`src/rtl/restoring_divider32_pkg.sv`:
```
// Shared definitions for the 32-bit restoring divider: FSM encoding and constants.
package restoring_divider32_pkg;
  localparam int DIV_ITER = 32;
  localparam int CNT_W = $clog2(DIV_ITER);
  localparam logic [CNT_W-1:0] LAST_ITER = CNT_W'(DIV_ITER - 1);
  localparam logic [31:0] DIV0_QUOTIENT = 32'hFFFFFFFF;

  typedef enum logic [1:0] {
    S_IDLE  = 2'd0,
    S_RUN   = 2'd1,
    S_FIXUP = 2'd2,
    S_DONE  = 2'd3
  } state_t;
endpackage

```
`src/rtl/fastAdder32.sv`:
```
// 32-bit adder: 4-bit groups with in-group ripple and lookahead carry between groups.
module fastAdder32 (
  input  logic [31:0] a,
  input  logic [31:0] b,
  input  logic        cin,
  output logic [31:0] sum,
  output logic        cout
);
  localparam int GRP_W = 4;
  localparam int NUM_GRP = 32 / GRP_W;

  logic [NUM_GRP:0] c;
  assign c[0] = cin;
  assign cout = c[NUM_GRP];

  for (genvar i = 0; i < NUM_GRP; i++) begin : g_grp
    logic [GRP_W-1:0] g, p, cc;
    logic gg, pg;
    assign g  = a[i*GRP_W +: GRP_W] & b[i*GRP_W +: GRP_W];
    assign p  = a[i*GRP_W +: GRP_W] ^ b[i*GRP_W +: GRP_W];
    assign pg = &p;

    always_comb begin
      gg = 1'b0;
      cc = '0;
      cc[0] = c[i];
      for (int j = 0; j < GRP_W; j++) begin
        gg = g[j] | (p[j] & gg);
        if (j > 0) cc[j] = g[j-1] | (p[j-1] & cc[j-1]);
      end
    end

    // group carry skips the in-group ripple chain
    assign c[i+1] = gg | (pg & c[i]);
    assign sum[i*GRP_W +: GRP_W] = p ^ cc;
  end
endmodule

```
`src/rtl/twoscomplement.sv`:
```
// Two's-complement negation, used by the signed build (RESTDIV_SIGNED_EN) only.
`ifdef RESTDIV_SIGNED_EN
module twoscomplement (
  input  logic [31:0] a,
  output logic [31:0] y
);
  assign y = ~a + 32'd1;
endmodule
`endif

```
`src/rtl/restoring_divider32.sv`:
```
// Sequential 32-bit restoring divider, one iteration per clock on a shared subtractor.
// Optional signed mode via RESTDIV_SIGNED_EN (adds is_signed port and FIXUP state).
module restoring_divider32
  import restoring_divider32_pkg::*;
(
  input  logic        clk,
  input  logic        rst_n,
  input  logic        start,
  input  logic [31:0] dividend,
  input  logic [31:0] divisor,
`ifdef RESTDIV_SIGNED_EN
  input  logic        is_signed,
`endif
  output logic        busy,
  output logic        done,
  output logic [31:0] quotient,
  output logic [31:0] remainder,
  output logic        div_by_zero
);
  state_t state, state_n;
  logic [CNT_W-1:0] cnt;
  logic [31:0] d_r, q_r, r_r;
  logic [31:0] rs, trial, q_nx, r_nx, dvd_in, dvs_in;
  logic rmsb, cout, take, fix_req, div0;

  assign rmsb = r_r[31];
  assign rs   = {r_r[30:0], q_r[31]};

  fastAdder32 u_add (
    .a   (rs),
    .b   (~d_r),
    .cin (1'b1),
    .sum (trial),
    .cout(cout)
  );

  // rmsb set means the 33-bit partial remainder already exceeds D
  assign take = rmsb | cout;
  assign q_nx = {q_r[30:0], take};
  assign r_nx = take ? trial : rs;
  assign div0 = (divisor == 32'd0);

`ifdef RESTDIV_SIGNED_EN
  logic sgn_r, neg_q_r, neg_r_r;
  logic [31:0] dvd_neg, dvs_neg, q_neg, r_neg;

  twoscomplement u_neg_dvd (.a(dividend), .y(dvd_neg));
  twoscomplement u_neg_dvs (.a(divisor),  .y(dvs_neg));
  twoscomplement u_neg_q   (.a(q_r),      .y(q_neg));
  twoscomplement u_neg_r   (.a(r_r),      .y(r_neg));

  assign dvd_in  = (is_signed && dividend[31]) ? dvd_neg : dividend;
  assign dvs_in  = (is_signed && divisor[31])  ? dvs_neg : divisor;
  assign fix_req = sgn_r;

  always_ff @(posedge clk or negedge rst_n) begin
    if (!rst_n) begin
      sgn_r   <= 1'b0;
      neg_q_r <= 1'b0;
      neg_r_r <= 1'b0;
    end else if (state == S_IDLE && start) begin
      sgn_r   <= is_signed;
      neg_q_r <= is_signed & (dividend[31] ^ divisor[31]);
      neg_r_r <= is_signed & dividend[31];
    end
  end
`else
  assign dvd_in  = dividend;
  assign dvs_in  = divisor;
  assign fix_req = 1'b0;
`endif

  always_comb begin
    state_n = state;
    case (state)
      S_IDLE:  if (start) state_n = div0 ? S_DONE : S_RUN;
      S_RUN:   if (cnt == LAST_ITER) state_n = fix_req ? S_FIXUP : S_DONE;
      S_FIXUP: state_n = S_DONE;
      S_DONE:  state_n = S_IDLE;
      default: state_n = S_IDLE;
    endcase
  end

  always_ff @(posedge clk or negedge rst_n) begin
    if (!rst_n) state <= S_IDLE;
    else        state <= state_n;
  end

  always_ff @(posedge clk or negedge rst_n) begin
    if (!rst_n) begin
      cnt         <= '0;
      d_r         <= '0;
      q_r         <= '0;
      r_r         <= '0;
      busy        <= 1'b0;
      done        <= 1'b0;
      quotient    <= '0;
      remainder   <= '0;
      div_by_zero <= 1'b0;
    end else begin
      // status flags registered from next state so outputs are flop-driven
      busy <= (state_n != S_IDLE);
      done <= (state_n == S_DONE);
      case (state)
        S_IDLE: if (start) begin
          if (div0) begin
            quotient    <= DIV0_QUOTIENT;
            remainder   <= dividend;
            div_by_zero <= 1'b1;
          end else begin
            d_r <= dvs_in;
            q_r <= dvd_in;
            r_r <= '0;
            cnt <= '0;
          end
        end
        S_RUN: begin
          cnt <= cnt + CNT_W'(1);
          q_r <= q_nx;
          r_r <= r_nx;
          if (cnt == LAST_ITER && !fix_req) begin
            quotient    <= q_nx;
            remainder   <= r_nx;
            div_by_zero <= 1'b0;
          end
        end
`ifdef RESTDIV_SIGNED_EN
        S_FIXUP: begin
          quotient    <= neg_q_r ? q_neg : q_r;
          remainder   <= neg_r_r ? r_neg : r_r;
          div_by_zero <= 1'b0;
        end
`endif
        default: ;
      endcase
    end
  end
endmodule

```
`config.mk`:
```
export PLATFORM = sky130hd
export DESIGN_NAME = restoring_divider32
export DESIGN_NICKNAME = d
export VERILOG_FILES = /design/src/rtl/restoring_divider32_pkg.sv /design/src/rtl/fastAdder32.sv /design/src/rtl/twoscomplement.sv /design/src/rtl/restoring_divider32.sv
export SDC_FILE = /design/constraint.sdc
export NUM_CORES = 1
export LEC_CHECK = 0
export ABC_AREA = 0
export CORE_AREA = 2 2 112 168
export CTS_BUF_LIST = sky130_fd_sc_hd__clkbuf_4 sky130_fd_sc_hd__clkbuf_8
export CTS_CLUSTER_DIAMETER = 50
export DETAILED_ROUTE_END_ITERATION = 10
export DIE_AREA = 0 0 114 170
export GPL_TIMING_DRIVEN = 0
export MAX_ROUTING_LAYER = met4
export PLACE_DENSITY = 0.75
export RECOVER_POWER = 100
export SLEW_MARGIN = 10
export SYNTH_ARGS = -nofsm -noshare
export SYNTH_HDL_FRONTEND = slang
export SYNTH_SLANG_ARGS = --single-unit
```
`constraint.sdc`:
```
create_clock -name clk -period 3.65 [get_ports clk]
set_input_delay 0.73 -clock clk [delete_from_list [all_inputs] [get_ports clk]]
set_output_delay 0.73 -clock clk [all_outputs]
set_load 0.02 [all_outputs]
```
After elaboration in Yosys (flattened, before gate mapping):

Cells that the tools add are included.

* register bits after elaboration: 170
* bits of input ports: 67
* output and inout port bits: 67
* logic and storage cells: 198

* add/sub/neg operators: 1
* equality and inequality tests: 9
* mux-type cells: 26
* bitwise operators: 137
* reduce and logical (&&, ||, !) cells: 15

Operators by type and width (number)
* 32-bit 2-to-1 mux: 11
* 32-bit one-hot mux with 2 select lines: 4
* 4-bit XOR: 16
* 1-bit OR: 57
* 1-bit AND: 54
* 4-bit AND reduction: 9
* 4-bit AND: 8
* 32-bit logical NOT: 1
* 32-bit NOT: 1
* 5-bit 2-to-1 mux: 2
* 5-bit one-hot mux with 2 select lines: 1
* 2-bit != test, second input constant: 4
* 2-bit one-hot mux with 4 select lines: 1
* 2-bit == test, second input constant: 3
* 2-bit 2-to-1 mux: 3
* 3-bit AND reduction: 2
* 5-bit by 1-bit adder with 5-bit output, second input constant: 1
* 5-bit == test, second input constant: 1
* 2-bit nonzero test: 2
* 1-bit 2-to-1 mux: 3
* 2-bit by 1-bit == test with 1-bit output, second input constant: 1
* 2-bit logical NOT: 1
* 1-bit one-hot mux with 2 select lines: 1
* 1-bit NOT: 1

Longest topological paths before layout:

Gate-level depths: netlist of the first run.

* depth after elaboration: 31
* mapped depth: 16
* gate-level depth less buffers: 16

Cells and area by module:

From an unflattened synthesis of the first run, not the netlist that was laid out.

* cells, all modules: 836
* area, all modules: 9021.2 um^2

By module, submodules not included
* restoring_divider32: instances 1, cells each 707, area each 7681.1 um^2, seq. area each 4254.1 um^2
* fastAdder32: instances 1, cells each 129, area each 1340.0 um^2, seq. area each 0.0 um^2

Least setup slack after synthesis of the first run:

No wires, ideal clock.

* path kind: flip-flop to flip-flop
* start: reg r_r[4]
* end: reg r_r[23]
* setup time: 132 ps
* arrival: 3183 ps
* data required time: 3518 ps
* path slack: 335 ps
* cell stages (with the launch flop): 16
* path buffers: 0
* period minus slack after synthesis: 3315 ps
* cell sequence: dfrtp_1 ha_1 a211o_1 a21oi_1 o211ai_1 nand2_1 nand2_1 a41oi_1 inv_1 fa_1 fa_1 fa_1 xnor2_1 o21ai_0 o21ai_0 o21ai_0

* cells in the longest elaborated chain, start to end: 23
* elaborated cells on any way between the ends: 33
* classes of those cells: mux: 2; bitwise: 30; reduce/logical: 1

Ends and longest elaborated chain
* start: declaration: RTL line restoring_divider32.sv:22 `logic [31:0] d_r, q_r, r_r;`
* start signal: assignment: RTL line restoring_divider32.sv:120 `r_r <= r_nx;`
* 4-bit XOR: RTL line fastAdder32.sv:20 `assign p = a[i*GRP_W +: GRP_W] ^ b[i*GRP_W +: GRP_W];`
* 1-bit AND: RTL line fastAdder32.sv:28 `gg = g[j] | (p[j] & gg);`
* 1-bit OR: RTL line fastAdder32.sv:28
* 1-bit AND: RTL line fastAdder32.sv:28
* 1-bit OR: RTL line fastAdder32.sv:28
* 1-bit AND: RTL line fastAdder32.sv:28
* 1-bit OR: RTL line fastAdder32.sv:28
* 1-bit OR *: RTL line fastAdder32.sv:34 `assign c[i+1] = gg | (pg & c[i]);`
* [... 7 more ...]
* 1-bit OR (on tied branches): RTL line fastAdder32.sv:29, fastAdder32.sv:34
* 1-bit AND (on tied branches): RTL line fastAdder32.sv:29, fastAdder32.sv:34
* 1-bit OR (on tied branches): RTL line fastAdder32.sv:29, fastAdder32.sv:34
* 1-bit AND (on tied branches): RTL line fastAdder32.sv:29, fastAdder32.sv:34
* 1-bit OR (on tied branches): RTL line fastAdder32.sv:29, fastAdder32.sv:34
* 4-bit XOR / 1-bit OR (equally long branches): RTL line fastAdder32.sv:35, restoring_divider32.sv:38
* 32-bit 2-to-1 mux *: RTL line restoring_divider32.sv:40 `assign r_nx = take ? trial : rs;`
* 32-bit one-hot mux with 2 select lines *: RTL line restoring_divider32.sv:104 `case (state)`

Mark *: on every way between the ends. The rest lies on a longest branch, timed or not.
A chain may end at the register's enable or synchronous reset.

Final worst setup path of the first run:

* start: reg q_r[31]
* end: reg r_r[23]

* cells in the longest elaborated chain, start to end: 25
* elaborated cells on any way between the ends: 34
* classes of those cells: mux: 2; bitwise: 31; reduce/logical: 1

Ends and longest elaborated chain
* start: declaration: RTL line restoring_divider32.sv:22
* start signal: assignment: RTL line restoring_divider32.sv:112 `q_r <= dvd_in;`
* start signal: assignment: RTL line restoring_divider32.sv:119 `q_r <= q_nx;`
* 4-bit AND: RTL line fastAdder32.sv:19 `assign g = a[i*GRP_W +: GRP_W] & b[i*GRP_W +: GRP_W];`
* 1-bit AND: RTL line fastAdder32.sv:28
* 1-bit OR: RTL line fastAdder32.sv:28
* 1-bit AND: RTL line fastAdder32.sv:28
* 1-bit OR: RTL line fastAdder32.sv:28
* 1-bit AND: RTL line fastAdder32.sv:28
* 1-bit OR: RTL line fastAdder32.sv:28
* 1-bit OR *: RTL line fastAdder32.sv:34
* [... 9 more ...]
* 1-bit OR (on tied branches): RTL line fastAdder32.sv:29, fastAdder32.sv:34
* 1-bit AND (on tied branches): RTL line fastAdder32.sv:29, fastAdder32.sv:34
* 1-bit OR (on tied branches): RTL line fastAdder32.sv:29, fastAdder32.sv:34
* 1-bit AND (on tied branches): RTL line fastAdder32.sv:29, fastAdder32.sv:34
* 1-bit OR (on tied branches): RTL line fastAdder32.sv:29, fastAdder32.sv:34
* 4-bit XOR / 1-bit OR (equally long branches): RTL line fastAdder32.sv:35, restoring_divider32.sv:38
* 32-bit 2-to-1 mux *: RTL line restoring_divider32.sv:40
* 32-bit one-hot mux with 2 select lines *: RTL line restoring_divider32.sv:104

Marked as above.

==> metrics.txt, run 1 <==
Clock Root Buffer=clkbuf_8; FP Rows=60; PwrDens=1080 nW/um^2; FF-to-FF setup slack=about 0.12 ns; commonest non-fill, non-tap cell in the layout=dfrtp_1; RSZ-0062 raised after global routing=yes; max-cap violations=1; YS warnings=0; fin. max-slew vios=92; DRT Wirelength=roughly 24000 um; routability cong.=0.880; Startpoint Class=flop; Nets=1153; largest net degree at the start of global routing=93; I/O Buffers=133; Worst Hold Launch=div_by_zero$_DFFE_PN0P_; WHS=a little under 0.5 ns; area of the multi-input gates=3990 sq um; Seq/Total Area, Yosys=48.6%; total of fill cells in the finished design=around 1500; # hold bufs at CTS=0; dominant synthesized flop cell=dfrtp_1; ys async rst share=100%; core area=17900 sq um; f_max=0.283 GHz; post-route minimum period=3.53 ns; crit path kind=reg2reg; CP top delay family=adder cells; grt ovf=0; Area Overhead vs Synth=24.1%; CTS Sinks=170; post-synth cell types=51; Post-route DRC=0; Worst Hold End=div_by_zero$_DFFE_PN0P_; final setup fails=0; setup TNS=0 ns; number of global-route vias before repair=7195; slew margin rel.=-52.0%; GR Util All Layers=25.6%; worst path arrival time=3.88 ns; die area=19400 sq um; DR vias=~7000; commonest non-fill, non-tap cells in the layout=166 x dfrtp_1, 126 x nand2_1, 76 x inv_1; cell-by-cell trace of the critical path=ha_1, o21ai_2, o2bb2ai_4, o211ai_1, nand2_1, nand2_2, a41oi_2, inv_1, fa_2, fa_2, fa_2, xnor2_2, o21ai_1, o21ai_1, o21ai_1; Post-DP HPWL=roughly 18000 um; R2R cell count=15; Die Wd=114 um; die height=170 um; Routed WL per cell=about 19 um; Cells after DPL=between 1000 and 1500; initial antenna violation count=0; CP max stage delay=0.47 ns; Fin. Hold Viols=0; period utilization=between 90% and 100%; failing checks=max-capacitance violations, max-slew violations; Num CTS Buffers=17; cell count after synthesis=~860; R2R Path Start=q_r[31]$_DFFE_PN0P_; Pre-antenna DRT Iters=5; outcome=finished, violations left; ANT nets after route=0; vias per inst=5.60; Max Root-Sink Buffers=2; CTS H-Tree Depth=4; synthesized area=8760 sq um; skew final=0.0130 ns; number of diodes=0; Critical Path RT=4.00 ns; HP Class=reg2reg; Starting Density=49.0%; Slew @ Worst Pin=roughly 2.3 ns; kind of end point of the critical path=flop; synthesis-stage register bit count=170; Max stage delay cell, worst path=dfrtp_2; Top Ports=~130; Finished Layout Cells=1255; FF-to-FF End=r_r[23]$_DFFE_PN0P_; syn_nets=about 1000; EDFF count, synth=0; worst vdd ir=0.000389 V; CTS clk-pin slew, worst paths=0.10 ns; Avg Inst Size Synth=~10 sq um; crit-path max FO=3; FF/Latch Area=4260 sq um; share of cells above drive strength 1=between 10 and 15%; first-pass GRT wire length=37200 um; CTS tree=built; hold path depth=2; Initial DRC Count=~470; CP bufs+invs=1; Worst-Skew Late Latency=around 0.47 ns; LEAKAGE=4.91 nW
[metrics by stage]
step                power, mW  utilization [%]  setup WS [ns]  instance area [sq um]
finish                   11.7             60.9          0.119                  10900
global placement         10.1             58.0          -5.14                  10400
detailed placement       10.3             58.2         -0.223                  10400
global route             12.6             60.9        -0.0290                  10900
floorplan                8.00                -          0.335                   8760
CTS                      11.7             60.6         0.0402                  10800
[sequential cells by signal, indices dropped and copies added (netlist names)]
register / cells
remainder: 32
div_by_zero: 1
cnt: 5
d_r: 32
state: 2
q_r: 32
quotient: 32
done: 1
busy: 1
r_r: 32
[synth_stat cells (22+ instances only)]
| master | count | area, sq um |
|---|---|---|
| ha_1 | 38 | 475 |
| mux2i_1 | 33 | 330 |
| mux2_2 | 32 | 360 |
| o21ai_1 | 22 | 110 |
| dfrtp_1 | 170 | 4250 |
| o21ai_0 | 58 | 290 |
| a31oi_1 | 54 | 338 |
| nand2_1 | 127 | 477 |
| clkbuf_1 | 27 | 101 |
| nor2_1 | 60 | 225 |
| inv_1 | 79 | 297 |
| fa_1 | 23 | 460 |
[report_power, final]
part | internal [mW] | total, mW | switching (mW) | leakage [nW]
combinational | 2.85 | 6.97 | 4.13 | 2.73
sequential | 2.81 | 3.49 | 0.680 | 2.00
clock | 0.516 | 1.28 | 0.768 | 0.175
total | 6.17 | 11.7 | 5.57 | 4.91
[metal layers]
metal | part of all wire, % | track usage (%)
met2 | 53 | 45.0
met4 | 4.0 | 11.3
met1 | 39 | 28.6
met5 | 0 | -
met3 | 4.2 | 3.92
[worst max path at each step]
stage | start | to | cells past startpoint
3_3_place_gp | rst_n | quotient[18]$_DFFE_PN0P_ | 1
6_report | q_r[31]$_DFFE_PN0P_ | r_r[23]$_DFFE_PN0P_ | 15
3_5_place_dp | r_r[1]$_DFFE_PN0P_ | r_r[23]$_DFFE_PN0P_ | 15
5_1_grt | d_r[5]$_DFFE_PN0P_ | r_r[23]$_DFFE_PN0P_ | 16
4_1_cts | d_r[5]$_DFFE_PN0P_ | r_r[23]$_DFFE_PN0P_ | 16
2_1_floorplan | r_r[4]$_DFFE_PN0P_ | r_r[23]$_DFFE_PN0P_ | 15
[cell families (layout without fill, tap and decap cells)]
family / Yosys count / in the layout / share of synthesized area, %
fa+ha+maj: 61 / 61 / 10.7
compound gates: 205 / 205 / 14.6
mux: 66 / 66 / 8.05
buf+inv: 130 / 304 / 6.45
simple gates: 224 / 224 / 10.9
xor+xnor: 8 / 8 / 0.800
flops: 170 / 170 / 48.6
[layout make-up]
class	instances	share of cell area, %
Sequential cell	170	39.2
Multi-Input combinational cell	564	36.7
Timing Repair Buffer	142	13.0
Inverter	79	2.73
Tap cell	217	2.50
Buffer	51	2.38
Clock buffer	18	2.28
Clock inverter	14	1.22
[worst reg2reg max path, delay by kind of cell (launching register included)]
kind	cells	cell delay [ns]
buf+inv	1	0.09
simple gates	2	0.23
compound gates	7	0.95
xor+xnor	1	0.17
fa+ha+maj	4	1.49
flops	1	0.47
[repair_timing]
action / in CTS / in global routing
hold endpoints to repair: 0 / 0
setup endpoints to repair: 6 / 9
gates resized for setup: 7 / 20
setup buffers: 2 / 6
pin swaps: 1 / 9
(Power assumes the default switching activity.)
==> inputs of run 2 (changes only) <==
- CORE_AREA: 2 2 112 168 -> 2 2 162 116
- DIE_AREA: 0 0 114 170 -> 0 0 164 118
- PLACE_DENSITY: 0.75 -> 0.76
==> run 2 against run 1 <==
Net effect: the flow still finishes with violations (max-capacitance violations, max-slew violations); global-route usage is 0.79 points higher; wire length up 2.2%; via count grew 4.1%; first-iteration DRC count grew 47%; maximum frequency rose by 0.42%; sequential share of layout area is 0.16 points lower; hold slack improved by 0.0048 ns; final cell count grew 1.3%; count of clock-buffer cells in the layout is 1 higher; largest power group unchanged.
==> metrics.txt, run 2 (synthesis results as in run 1) <==
outcome=finished, violations left; failing checks=max-capacitance violations, max-slew violations; number of diodes=0 (unchanged); FF-to-FF setup slack=0.13 ns (about the same); routability cong.=0.886 (+0.70%); R2R Path Start=d_r[5]$_DFFE_PN0P_; post-route minimum period=3.52 ns (-0.0149 ns); f_max=0.284 GHz (+0.42%); Pre-antenna DRT Iters=6 (+1); fin. max-slew vios=80 (-13%); Starting Density=49.2% (+0.18 points); post-route setup slack=0.134 ns (+0.0149 ns); grt ovf=0 (unchanged); Flop pwr share=29.3% (-0.4 points); Max Root-Sink Buffers=2 (unchanged); Nets=1150 (-0.26%); commonest non-fill, non-tap cells in the layout=169 x dfrtp_1, 126 x nand2_1, 76 x inv_1; Sw Ratio=46.8% (-0.70 points); initial antenna violation count=0 (unchanged); PwrDens=1090 nW/um^2 (+1.2%); CTS Sinks=170 (unchanged); Fin. Hold Viols=0 (unchanged); skew final=0.0140 ns (+0.00104 ns); Startpoint Class=flop; LEAKAGE=4.91 nW (+0.15%); CTS clk-pin slew, worst paths=0.10 ns (about the same); Worst-Skew Late Latency=0.47 ns (about the same); Worst Hold Launch=remainder[6]$_DFFE_PN0P_; Clock Power Share=12.2% (+1.3 points); Post-DP HPWL=18100 um (-0.15%); Comb power frac=58.5% (-0.9 points); share of cells above drive strength 1=10.7% (-0.64 points); Slew @ Worst Pin=2.08 ns (-0.204 ns); final setup fails=0 (unchanged); P_sw=5.58 mW (about the same); CTS tree=built; # hold bufs at CTS=0 (unchanged); max-cap violations=1 (unchanged); die height=118 um (-31%); internal power=6.35 mW (+2.9%); number of global-route vias before repair=7237 (+0.58%); beginning of the critical path=d_r[5]$_DFFE_PN0P_; die area=19400 sq um (-0.14%); core area=17800 sq um (-0.37%); slew margin rel.=-38.4% (+14 points); Critical Path RT=4.00 ns (about the same); DR vias=7307 (+4.1%); Clock Root Buffer=clkbuf_8; Top Ports=134 (unchanged); first-pass GRT wire length=38300 um (+3.1%); ANT nets after route=0 (unchanged); period utilization=96.3% (-0.41 points); Num CTS Buffers=17 (unchanged); Post-route DRC=0 (unchanged); Placement Setup Slack=-0.196 ns (+0.0270 ns); worst path arrival time=3.86 ns (-0.02 ns); commonest non-fill, non-tap cell in the layout=dfrtp_1; crit-path max FO=3 (unchanged); setup TNS=0 ns (unchanged); Finished Layout Cells=1271 (+1.3%); GR Util All Layers=26.4% (+0.79 points); crit path kind=reg2reg; HP Class=reg2reg; CTS H-Tree Depth=4 (unchanged); Cells after DPL=1234 (+1.6%); FP Rows=41 (-32%); largest net degree at the start of global routing=92 (-1.1%); Initial DRC Count=693 (+47%); DRT Wirelength=24100 um (+2.2%); I/O Buffers=133 (unchanged); Routed WL per cell=18.9 um (+0.87%); Die Wd=164 um (+44%); Area Overhead vs Synth=24.5%; worst vdd ir=0.000602 V (+55%); vias per inst=5.75 (+2.7%); kind of end point of the critical path=flop; RSZ-0062 raised after global routing=yes
## run 2: cell types whose count changed in the layout (fill, tap and decap cells not counted), sizes merged
cell	change
buf	-3
bufinv	+3
clkbuf	+1
clkdlybuf4s50	+1
clkinv	+2
clkinvlp	-2
dlygate4sd3	-1
inv	-4
## run 2: worst paths after layout
path                                              to  cells past startpoint
max                        remainder[23]$_DFFE_PN0P_                     16
min                         remainder[6]$_DFFE_PN0P_                      2
max reg2reg                remainder[23]$_DFFE_PN0P_                     16
min reg2reg                 remainder[6]$_DFFE_PN0P_                      2
max in group asynchronous         r_r[4]$_DFFE_PN0P_                      1
min in group asynchronous         d_r[4]$_DFFE_PN0P_                      1
## run 2: cell type report
type / instances / area (sq um)
multi-input cells: 564 / 3980
clock buffers: 19 / 262
plain buffers: 51 / 258
flip-flops and latches: 170 / 4260
clock inverters: 13 / 168
well taps: 236 / 295
fillers: 1496 / 6890
repair buffers: 139 / 1390
inverters: 79 / 297
## run 2: layer usage
metal	vias up	share of wire (%)	wire, um	track usage, %
li1	3297	-	-	-
met1	3651	46	11100	39.3
met2	333	44	10600	37.3
met3	26	8.4	2020	5.64
met4	0	1.2	279	5.43
met5	-	0	0	-
## run 2: power by group through the flow
stage               sequential (mW)  combinational (mW)  clock (mW)
floorplan                      3.70                4.30           0
global placement               3.49                6.63           0
detailed placement             3.51                6.85           0
CTS                            3.49                6.99        1.47
global route                   3.60                7.68        1.55
finish                         3.49                6.97        1.46
## run 2: worst max-delay path, cell delays in order (launching register included)
cell and delay [ns]:
dfrtp_1 0.40, inv_2 0.09, ha_4 0.20, a211o_1 0.31
a21oi_2 0.17, o211ai_1 0.14, nand2_1 0.15, nand2_2 0.10
a41oi_2 0.25, inv_1 0.10, fa_2 0.35, fa_2 0.35
fa_2 0.36, xnor2_2 0.16, o21ai_1 0.09, o21ai_1 0.11
o21ai_1 0.08
## run 2: per-stage QoR
step / hold slack [ns] / utilization, % / power (mW) / area (sq um)
floorplan: 0.434 / - / 8.00 / 8760
global placement: 0.475 / 58.4 / 10.1 / 10400
detailed placement: 0.480 / 58.5 / 10.4 / 10400
CTS: 0.255 / 61.2 / 11.9 / 10900
global route: 0.520 / 61.3 / 12.8 / 10900
finish: 0.499 / 61.3 / 11.9 / 10900
## run 2: repair_timing
item	4_1_cts	5_1_grt
endpoints found under the setup margin	7	8
hold endpoints to repair	0	0
buffers inserted	1	4
pin swaps	2	8
gates resized for setup	9	18
